**config.mk**
```make
export PLATFORM = sky130hd
export DESIGN_NAME = mult_div_seq
export DESIGN_NICKNAME = d
export VERILOG_FILES = /design/src/rtl/mdu_pkg.sv /design/src/rtl/mdu_iter_core.sv /design/src/rtl/mult_div_seq.sv
export SDC_FILE = /design/constraint.sdc
export NUM_CORES = 1
export LEC_CHECK = 0
export ABC_AREA = 1
export CAP_MARGIN = 20
export CELL_PAD_IN_SITES_DETAIL_PLACEMENT = 0
export CELL_PAD_IN_SITES_GLOBAL_PLACEMENT = 1
export CORE_ASPECT_RATIO = 0.9
export CORE_MARGIN = 4
export CORE_UTILIZATION = 38
export CTS_CLUSTER_SIZE = 28
export DETAILED_ROUTE_END_ITERATION = 10
export HOLD_SLACK_MARGIN = 0.02
export PLACE_DENSITY_LB_ADDON = 0.1
export SETUP_SLACK_MARGIN = 0.15
export SYNTH_ARGS = -nofsm -noshare
export SYNTH_HDL_FRONTEND = slang
export SYNTH_SLANG_ARGS = --single-unit
```
**constraint.sdc**
```tcl
create_clock -name clk_i -period 2.6 [get_ports clk_i]
set_clock_uncertainty 0.05 [all_clocks]
set_input_delay 0.65 -clock clk_i [delete_from_list [all_inputs] [get_ports clk_i]]
set_output_delay 0.65 -clock clk_i [all_outputs]
set_load 0.03 [all_outputs]
```
**src/rtl/mdu_pkg.sv**
```systemverilog
// Shared definitions for the HI/LO multiply/divide unit: op encoding,
// sequencer state encoding and the R-type funct codes that select it.
package mdu_pkg;

  localparam int unsigned MDU_WIDTH = 32;

  // Operation select presented on op_i by the execute-stage decode.
  localparam logic [1:0] OP_MULTU = 2'd0;
  localparam logic [1:0] OP_DIVU  = 2'd1;
  localparam logic [1:0] OP_MTHI  = 2'd2;
  localparam logic [1:0] OP_MTLO  = 2'd3;

  // Sequencer states.
  typedef enum logic [1:0] {
    S_IDLE = 2'd0,
    S_RUN  = 2'd1,
    S_DONE = 2'd2
  } mdu_state_e;

  // R-type funct fields that map onto the ops above.
  localparam logic [5:0] FUNCT_MULTU = 6'b011001;
  localparam logic [5:0] FUNCT_DIVU  = 6'b011011;
  localparam logic [5:0] FUNCT_MTHI  = 6'b010001;
  localparam logic [5:0] FUNCT_MTLO  = 6'b010011;

  // True for the ops that need the iterative datapath (and therefore stall).
  function automatic logic op_is_iter(input logic [1:0] op);
    return (op == OP_MULTU) || (op == OP_DIVU);
  endfunction

  // Decoder helper: funct field to op_i encoding (only meaningful for the
  // four funct codes above).
  function automatic logic [1:0] funct_to_op(input logic [5:0] funct);
    logic [1:0] op;
    op = OP_MULTU;
    case (funct)
      FUNCT_MULTU: op = OP_MULTU;
      FUNCT_DIVU:  op = OP_DIVU;
      FUNCT_MTHI:  op = OP_MTHI;
      FUNCT_MTLO:  op = OP_MTLO;
      default:     op = OP_MULTU;
    endcase
    return op;
  endfunction

endpackage

```
**src/rtl/mdu_iter_core.sv**
```systemverilog
// Per-cycle datapath of the multiply/divide unit. A single 2*WIDTH shift
// register holds {partial product high, multiplier} for MULTU and
// {remainder, dividend/quotient} for DIVU; the result halves always come out
// as {HI, LO}. res_*_o show the value the register takes after the current
// step, so the sequencer can capture the final result on the last step edge.
module mdu_iter_core
  import mdu_pkg::*;
#(
  parameter int unsigned WIDTH = MDU_WIDTH
) (
  input  logic             clk_i,
  input  logic             rst_i,
  input  logic             load_i,
  input  logic             step_i,
  input  logic [1:0]       op_i,
  input  logic [WIDTH-1:0] src1_i,
  input  logic [WIDTH-1:0] src2_i,
  output logic [WIDTH-1:0] res_hi_o,
  output logic [WIDTH-1:0] res_lo_o
);

  logic               is_div_q, is_div_d;
  logic [WIDTH-1:0]   opnd_q, opnd_d;      // multiplicand or divisor
  logic [2*WIDTH-1:0] acc_q, acc_d;

  logic [WIDTH-1:0]   acc_hi;
  logic [WIDTH:0]     mul_sum;
  logic [2*WIDTH-1:0] mul_next;
  logic [WIDTH:0]     div_shift;
  logic [WIDTH+1:0]   div_trial;
  logic               div_fits;
  logic [2*WIDTH-1:0] div_next;
  logic [2*WIDTH-1:0] acc_step;

  // One shift-add / restoring-subtract step, plus operand load on issue.
  always_comb begin
    is_div_d = is_div_q;
    opnd_d   = opnd_q;
    acc_d    = acc_q;

    acc_hi   = acc_q[2*WIDTH-1:WIDTH];

    // Multiply: add multiplicand when the current multiplier bit is set,
    // keep the carry and shift the whole register right by one.
    mul_sum  = {1'b0, acc_hi} + {1'b0, opnd_q};
    mul_next = acc_q[0] ? {mul_sum, acc_q[WIDTH-1:1]}
                        : {1'b0, acc_hi, acc_q[WIDTH-1:1]};

    // Divide: bring the next dividend bit into the remainder and try to
    // subtract the divisor. A usable difference must be non-negative and fit
    // back into WIDTH bits; otherwise the shifted remainder is kept.
    div_shift = {acc_hi, acc_q[WIDTH-1]};
    div_trial = {1'b0, div_shift} - {2'b00, opnd_q};
    div_fits  = ~(div_trial[WIDTH+1] | div_trial[WIDTH]);
    div_next  = div_fits ? {div_trial[WIDTH-1:0], acc_q[WIDTH-2:0], 1'b1}
                         : {div_shift[WIDTH-1:0], acc_q[WIDTH-2:0], 1'b0};

    acc_step = is_div_q ? div_next : mul_next;

    if (load_i) begin
      is_div_d = (op_i == OP_DIVU);
      opnd_d   = (op_i == OP_DIVU) ? src2_i : src1_i;
      acc_d    = {{WIDTH{1'b0}}, ((op_i == OP_DIVU) ? src1_i : src2_i)};
    end else if (step_i) begin
      acc_d    = acc_step;
    end
  end

  assign res_hi_o = acc_step[2*WIDTH-1:WIDTH];
  assign res_lo_o = acc_step[WIDTH-1:0];

  // Datapath registers; cleared so a reset mid-run leaves no stale state.
  always_ff @(posedge clk_i or negedge rst_i) begin
    if (!rst_i) begin
      is_div_q <= 1'b0;
      opnd_q   <= '0;
      acc_q    <= '0;
    end else begin
      is_div_q <= is_div_d;
      opnd_q   <= opnd_d;
      acc_q    <= acc_d;
    end
  end

endmodule

```
**src/rtl/mult_div_seq.sv**
```systemverilog
// HI/LO arithmetic unit for the execute stage: MULTU/DIVU run iteratively
// for WIDTH cycles, MTHI/MTLO write HI/LO directly.
//
// Issue handshake: start_i/op_i are sampled on the rising edge and an issue
// is accepted only when the state is IDLE or DONE. stall_o is the back-
// pressure: it is high for the cycle a MULTU/DIVU is presented and for every
// RUN cycle, and the pipeline must hold its op (and not present a new one)
// while stall_o is high. done_o pulses for one cycle when HI/LO carry the
// fresh MULTU/DIVU result.
module mult_div_seq
  import mdu_pkg::*;
#(
  parameter int unsigned WIDTH = MDU_WIDTH
) (
  input  logic             clk_i,
  input  logic             rst_i,
  input  logic             start_i,
  input  logic [1:0]       op_i,
  input  logic [WIDTH-1:0] src1_i,
  input  logic [WIDTH-1:0] src2_i,
  output logic             busy_o,
  output logic             done_o,
  output logic             stall_o,
  output logic [WIDTH-1:0] hi_o,
  output logic [WIDTH-1:0] lo_o,
  output logic             div_by_zero_o,
  output logic [1:0]       state_o
);

  localparam int unsigned     CNT_W     = $clog2(WIDTH);
  localparam logic [CNT_W-1:0] LAST_ITER = CNT_W'(WIDTH - 1);

  mdu_state_e       state_q, state_d;
  logic [CNT_W-1:0] cnt_q, cnt_d;
  logic [WIDTH-1:0] hi_q, hi_d;
  logic [WIDTH-1:0] lo_q, lo_d;
  logic             dbz_q, dbz_d;

  logic             issue_ok;
  logic             core_load;
  logic             core_step;
  logic [WIDTH-1:0] res_hi;
  logic [WIDTH-1:0] res_lo;

  assign issue_ok  = start_i && (state_q != S_RUN);
  assign core_step = (state_q == S_RUN);

  mdu_iter_core #(.WIDTH(WIDTH)) u_core (
    .clk_i    (clk_i),
    .rst_i    (rst_i),
    .load_i   (core_load),
    .step_i   (core_step),
    .op_i     (op_i),
    .src1_i   (src1_i),
    .src2_i   (src2_i),
    .res_hi_o (res_hi),
    .res_lo_o (res_lo)
  );

  // Next state, iteration count and HI/LO/flag updates.
  always_comb begin
    state_d   = state_q;
    cnt_d     = cnt_q;
    hi_d      = hi_q;
    lo_d      = lo_q;
    dbz_d     = dbz_q;
    core_load = 1'b0;

    case (state_q)
      S_IDLE, S_DONE: begin
        // DONE is a one-cycle result window; fall back to IDLE unless a new
        // iterative op starts here.
        state_d = S_IDLE;
        if (issue_ok) begin
          case (op_i)
            OP_MTHI: hi_d = src1_i;
            OP_MTLO: lo_d = src1_i;
            default: begin
              state_d   = S_RUN;
              cnt_d     = '0;
              core_load = 1'b1;
              dbz_d     = (op_i == OP_DIVU) && (src2_i == '0);
            end
          endcase
        end
      end
      S_RUN: begin
        // HI/LO stay untouched until the final step lands.
        if (cnt_q == LAST_ITER) begin
          hi_d    = res_hi;
          lo_d    = res_lo;
          state_d = S_DONE;
        end else begin
          cnt_d = cnt_q + CNT_W'(1);
        end
      end
      default: state_d = S_IDLE;
    endcase
  end

  // Sequencer and architectural register state.
  always_ff @(posedge clk_i or negedge rst_i) begin
    if (!rst_i) begin
      state_q <= S_IDLE;
      cnt_q   <= '0;
      hi_q    <= '0;
      lo_q    <= '0;
      dbz_q   <= 1'b0;
    end else begin
      state_q <= state_d;
      cnt_q   <= cnt_d;
      hi_q    <= hi_d;
      lo_q    <= lo_d;
      dbz_q   <= dbz_d;
    end
  end

  assign busy_o        = (state_q == S_RUN);
  assign done_o        = (state_q == S_DONE);
  assign hi_o          = hi_q;
  assign lo_o          = lo_q;
  assign div_by_zero_o = dbz_q;
  assign state_o       = state_q;
  assign stall_o       = (state_q == S_RUN) || (issue_ok && op_is_iter(op_i));

endmodule

```
After elaboration in Yosys (flattened, before gate mapping)
Index checks and enable logic that the tools add are counted.
W data, S select, Z words.
Cells by class
  add/subtract/negate cells: 3
  multiply operators: 0
  div/mod/pow operators: 0
  order comparisons: 0
  eq/ne operators: 13
  shifts and indexed selects: 0
  muxes and demuxes: 26
  bitwise logic cells: 2
  reductions and logical operators: 16
Operator list (count)
  $mux W64: 5
  $mux W32: 8
  $pmux W32 S2: 2
  $sub A33 B32 Y34: 1
  $add A32 B32 Y33: 1
  $logic_not A32 Y1: 1
  $mux W5: 3
  $reduce_and A4 Y1: 3
  $pmux W5 S2: 1
  $ne A2 B1 Y1 const B: 4
  $eq A2 B2 Y1 const B: 3
  $ne A2 B2 Y1 const B: 3
  $add A5 B1 Y5 const B: 1
  $eq A5 B5 Y1 const B: 1
  $mux W1: 5
  $eq A2 B1 Y1 const B: 2
  $logic_not A2 Y1: 2
  $pmux W2 S2: 1
  $reduce_bool A2 Y1: 2
  $reduce_or A2 Y1: 2
  $logic_and A1 B1 Y1: 3
  $reduce_and A3 Y1: 1
  $logic_or A1 B1 Y1: 2
  $mux W2: 1
  other kinds (2): 2
Storage, ports and cells
  register bits: 169
  bits in latches: 0
  RAM bits: 0
  memory bits (read-only): 0
  input port bits: 69
  output and inout port bits: 70
  logic and storage cells: 68
  memories kept: 0

Longest topological paths before layout
  depth after elaboration: 6
  depth in mapped cells: 21
  mapped depth without buffers: 20

By module
From an unflattened synthesis, not the netlist that was laid out.
Second synthesis, totals
  cells, all modules: 2225
  area total of the unflattened synthesis: 14206.1 sq um
By module, submodules not included
  mdu_iter_core: times used 1, cells an instance 1693, area each 10542.6 sq um
  mult_div_seq: times used 1, cells an instance 532, area each 3663.5 sq um

Worst setup path before layout
Ideal clock, no wire load.
  kind: register to output
  start point: reg state_q[0] (netlist: state_o[0])
  end point: out stall_o
  arrival: 1.763 ns
  data required time: 1.900 ns
  setup slack: 0.137 ns
  stages on the path, launching flop included: 7
  path buffers: 2
  path through: dfrtp_1 -> inv_1 -> nor2_1 -> inv_2 -> clkbuf_1 -> buf_1 -> o21ai_0
Between the ends
  cells in the longest elaborated chain, start to end: 4
  elaborated cells on any way between the ends: 5
  classes of those cells: eq/ne (2); reduce/logical (3)
RTL lines
  from (decl): RTL line mult_div_seq.sv:33  | mdu_state_e state_q, state_d;
  from (signal assigned): RTL line mult_div_seq.sv:110  | state_q <= state_d;
  $ne A2 B1 Y1: RTL line mult_div_seq.sv:45  | assign issue_ok = start_i && (state_q != S_RUN);
  $logic_and A1 B1 Y1: RTL line mult_div_seq.sv:45
  $logic_and A1 B1 Y1: RTL line mult_div_seq.sv:124  | assign stall_o = (state_q == S_RUN) || (issue_ok && op_is_iter(op_i));
  $logic_or A1 B1 Y1 *: RTL line mult_div_seq.sv:124
  to (decl): RTL line mult_div_seq.sv:23  | output logic stall_o,
Mark *: on every way between the ends. The rest lies on a longest branch, timed or not.

Worst setup path after layout
  start point: reg u_core.acc_q[32]
  end point: reg u_core.acc_q[53]
Between the ends
  cells in the longest elaborated chain, start to end: 6
  elaborated cells on any way between the ends: 8
  classes of those cells: add/sub (2); mux (5); bitwise (1)
RTL lines
  from (decl): RTL line mdu_iter_core.sv:24  | logic [2*WIDTH-1:0] acc_q, acc_d;
  from (signal assigned): RTL line mdu_iter_core.sv:77  | acc_q <= '0;
  from (signal assigned): RTL line mdu_iter_core.sv:81  | acc_q <= acc_d;
  $sub A33 B32 Y34: RTL line mdu_iter_core.sv:53  | div_trial = {1'b0, div_shift} - {2'b00, opnd_q};
  $or A1 B1 Y1: RTL line mdu_iter_core.sv:54  | div_fits = ~(div_trial[WIDTH+1] | div_trial[WIDTH]);
  $mux W64: RTL line mdu_iter_core.sv:55  | div_next = div_fits ? {div_trial[WIDTH-1:0], acc_q[WIDTH-2:0], 1'b1}
  $mux W64 *: RTL line mdu_iter_core.sv:58  | acc_step = is_div_q ? div_next : mul_next;
  $mux W64 *: RTL line mdu_iter_core.sv:64  | end else if (step_i) begin
  $mux W64 *: RTL line mdu_iter_core.sv:60  | if (load_i) begin
Mark *: on every way between the ends. The rest lies on a longest branch, timed or not. The select of a mux whose other input is x is not followed.
A chain may end at the register's enable or synchronous reset.

==> results_dict.tcl <==
set metrics [dict create \
    status "finished with violations" \
    violations "negative setup slack" \
    wl_per_cell_um 19.99 \
    nets 2464 \
    slew_headroom 0.5596 \
    ys_types 50 \
    fin_util 0.5407 \
    rows 64 \
    antenna_found_initial 1 \
    async_reset_ff_frac 1.000 \
    power.density_nw_per_um2 1626 \
    slowest_stage "fa_2" \
    clk_latency_ns 0.45 \
    power.total_mw 30.13 \
    cp.arrival_ns 2.95 \
    met1_usage 0.3904 \
    drive_gt1_frac 0.2321 \
    vias 14910 \
    max_slew.worst_pin.slew_ns 0.6577 \
    clockBufferDepth 2 \
    most-common-layout-cells "504 x nand2_1, 241 x buf_4, 213 x a21oi_1" \
    critPathKind "reg -> reg" \
    grt.met2_usage 0.4825 \
    synthesis.nets 2121 \
    cp_slowest_stage_delay_ns 0.40 \
    finalSetupTns_ns -0.9767 \
    synth_edf_count 0 \
    diodes 0 \
    hold_buffers 0 \
    ys_warn_count 0 \
    rsz0062_at_grt "true" \
    grt_pass1_wl_um 84730 \
    timing.rr.start "u_core.acc_q[32]" \
    grt_pass1_vias 14580 \
    crit_start "u_core.acc_q[32]" \
    hold_viol_final 0 \
    worst_ep_required_time_ns 2.87 \
    ff2ff_path_depth 19 \
    grt_max_degree 65 \
    layout_commonest_cell "nand2_1" \
    drc 0 \
    core_um2 34270 \
    area_growth_syn_to_layout_pct 39.37 \
    synth-main-ff-cell "dfrtp_1" \
    fp.dieH_um 185.5 \
    portBuffers 138 \
    cts_tree "yes" \
    drt_pass1_iterations 5 \
    path_common_cell "nand2_4" \
    cts.sinks 169 \
    clk_pin_slew_ns 0.07 \
    avgViaCountPerCell 5.320 \
    ys_seq_area_frac 0.3181 \
    max_freq_ghz 0.3737 \
    critPathLaunchType "flip-flop" \
    holdCritPathClass "in -> async" \
    dr.first_iter.drc_count 1081 \
    place_hpwl_um 44370 \
    cts_max_level 4 \
    die_area_um2 38050 \
    postSynthCellCount 1984 \
    grtUsageMet3 0.03537 \
    gp_congestion 0.9554 \
    cp_max_fo 8 \
    drt_wl_total_um 56000 \
    irDropWorstVdd_mv 0.6751 \
    grt_overflow 0 \
    fin_ws_ns -0.07577 \
    grt_usage 0.2900 \
    ys_ff_latch 169 \
    r2r_end "u_core.acc_q[53]" \
    cp_cell_sequence "buf_4 -> fa_2 -> nand2_2 -> nand2_2 -> nand3_2 -> nand2_2 -> nand2_2 -> nand2_4 -> nand2_4 -> nand2_4 -> nand2_4 -> nand2_4 -> nor2_8 -> buf_4 -> nand2_1 -> nand3_1 -> nand2_1 -> nand2_1 -> o21ai_0" \
    synth.cell_area_um2 13300 \
    die_x_um 205.2 \
    drv_cap 0 \
    antenna_left 0 \
    top_usage_layer "met2" \
    layout_worst_path_cycle_share 1.029 \
    whs_ns 0.04636 \
    crit_path_end_kind "flip-flop" \
    dpl_worst_slack_ns -0.1595 \
    initial_utilization 0.3880 \
    min_period_ns 2.676 \
    p_leak_nw 8.845 \
    ios 139 \
    cts_buffers 17 \
    syn_avg_cell_area_um2 6.702 \
    setup_viol 29 \
    r2r_slack_ns -0.08 \
    root_buffer "clkbuf_16" \
    slew_violations 0 \
]
[Yosys cell counts (9+ instances only)]
| master | number | area [um^2] |
|---|---|---|
| a21oi_1 | 250 | 1251 |
| a21oi_2 | 12 | 105.1 |
| a22o_1 | 11 | 96.34 |
| a22oi_1 | 31 | 232.7 |
| a31oi_1 | 32 | 200.2 |
| buf_1 | 9 | 33.78 |
| clkbuf_1 | 58 | 217.7 |
| dfrtp_1 | 169 | 4229 |
| ha_1 | 66 | 825.8 |
| inv_1 | 210 | 788.3 |
| nand2_1 | 550 | 2064 |
| nand2_2 | 15 | 93.84 |
| nand3_1 | 95 | 475.5 |
| nand3b_1 | 12 | 90.09 |
| nand4_1 | 25 | 156.4 |
| nor2_1 | 178 | 668.1 |
| nor3_1 | 11 | 55.05 |
| nor4_1 | 10 | 62.56 |
| o211ai_1 | 33 | 247.7 |
| o21ai_0 | 103 | 515.5 |
| o21bai_1 | 11 | 82.58 |
| or2_2 | 15 | 93.84 |
[metrics by stage]
step	instances	area [um^2]
global placement	2748	16940
detailed placement	2748	16940
finish	2802	18530
global route	2802	18530
floorplan	1984	13300
CTS	2792	18120
[repair_timing]
action / 4_1_cts / 5_1_grt
resized for setup: 137 / 88
setup endpoints to repair: 68 / 67
cloned: 1 / 0
buffers inserted: 12 / 10
pin swaps: 17 / 26
[power by group]
part / internal (mW) / switching [mW] / total, mW
clock network: 1.46 / 1.20 / 2.65
registers: 3.94 / 0.957 / 4.90
logic: 9.24 / 13.3 / 22.6
[sequential cells by signal, summed over array words and instances (netlist names)]
signal / count
u_core.acc_q: 64
hi_o: 32
lo_o: 32
u_core.opnd_q: 32
cnt_q: 5
state_o: 2
div_by_zero_o: 1
u_core.is_div_q: 1
[how the worst max path moves through the flow]
stage                       endpoint  slack (ns)  cells after the start
floorplan           u_core.acc_q[56]        0.20                     21
detailed placement  u_core.acc_q[55]       -0.16                     14
global route        u_core.acc_q[53]       -0.18                     21
CTS                 u_core.acc_q[53]      -0.001                     21
finish              u_core.acc_q[53]       -0.08                     19
global placement    u_core.acc_q[55]       -0.18                     14
[area by class of cell]
cell class	count	area [um^2]
multi-input cells	1516	8631
inverters	217	827.0
fillers	3573	15740
flip-flops and latches	169	4234
clock buffers	20	446.7
well taps	462	578.1
repair buffers	406	3674
clock inverters	12	141.4
[worst max-delay path, delay by kind of cell (launching register included)]
| family | cells | cell delay [ns] |
|---|---|---|
| AO/OA/AOI/OAI | 1 | 0.09 |
| adder cells (fa/ha/maj) | 1 | 0.40 |
| buffers and inverters | 2 | 0.36 |
| flip-flops | 1 | 0.39 |
| AND/OR/NAND/NOR | 15 | 1.24 |
[layer usage]
metal | vias to the layer above | wire length (um) | share of wire
met5 | - | 0 | 0
met4 | 0 | 2203 | 0.039
met3 | 98 | 2487 | 0.044
met2 | 434 | 26520 | 0.47
met1 | 7067 | 24790 | 0.44
li1 | 7307 | - | -
[kinds of logic (layout without fill, tap and decap cells)]
group,Yosys count,count (layout),share of synthesized area
AOI/OAI and AO/OA,504,504,0.2187
xor gates and xnor gates,9,9,0.005929
adders and majority gates,68,68,0.06512
buffers and inverters,299,655,0.09099
DFF,169,169,0.3181
and+or+nand+nor,935,935,0.3012
No activity file was read; power rests on OpenSTA's default activity.
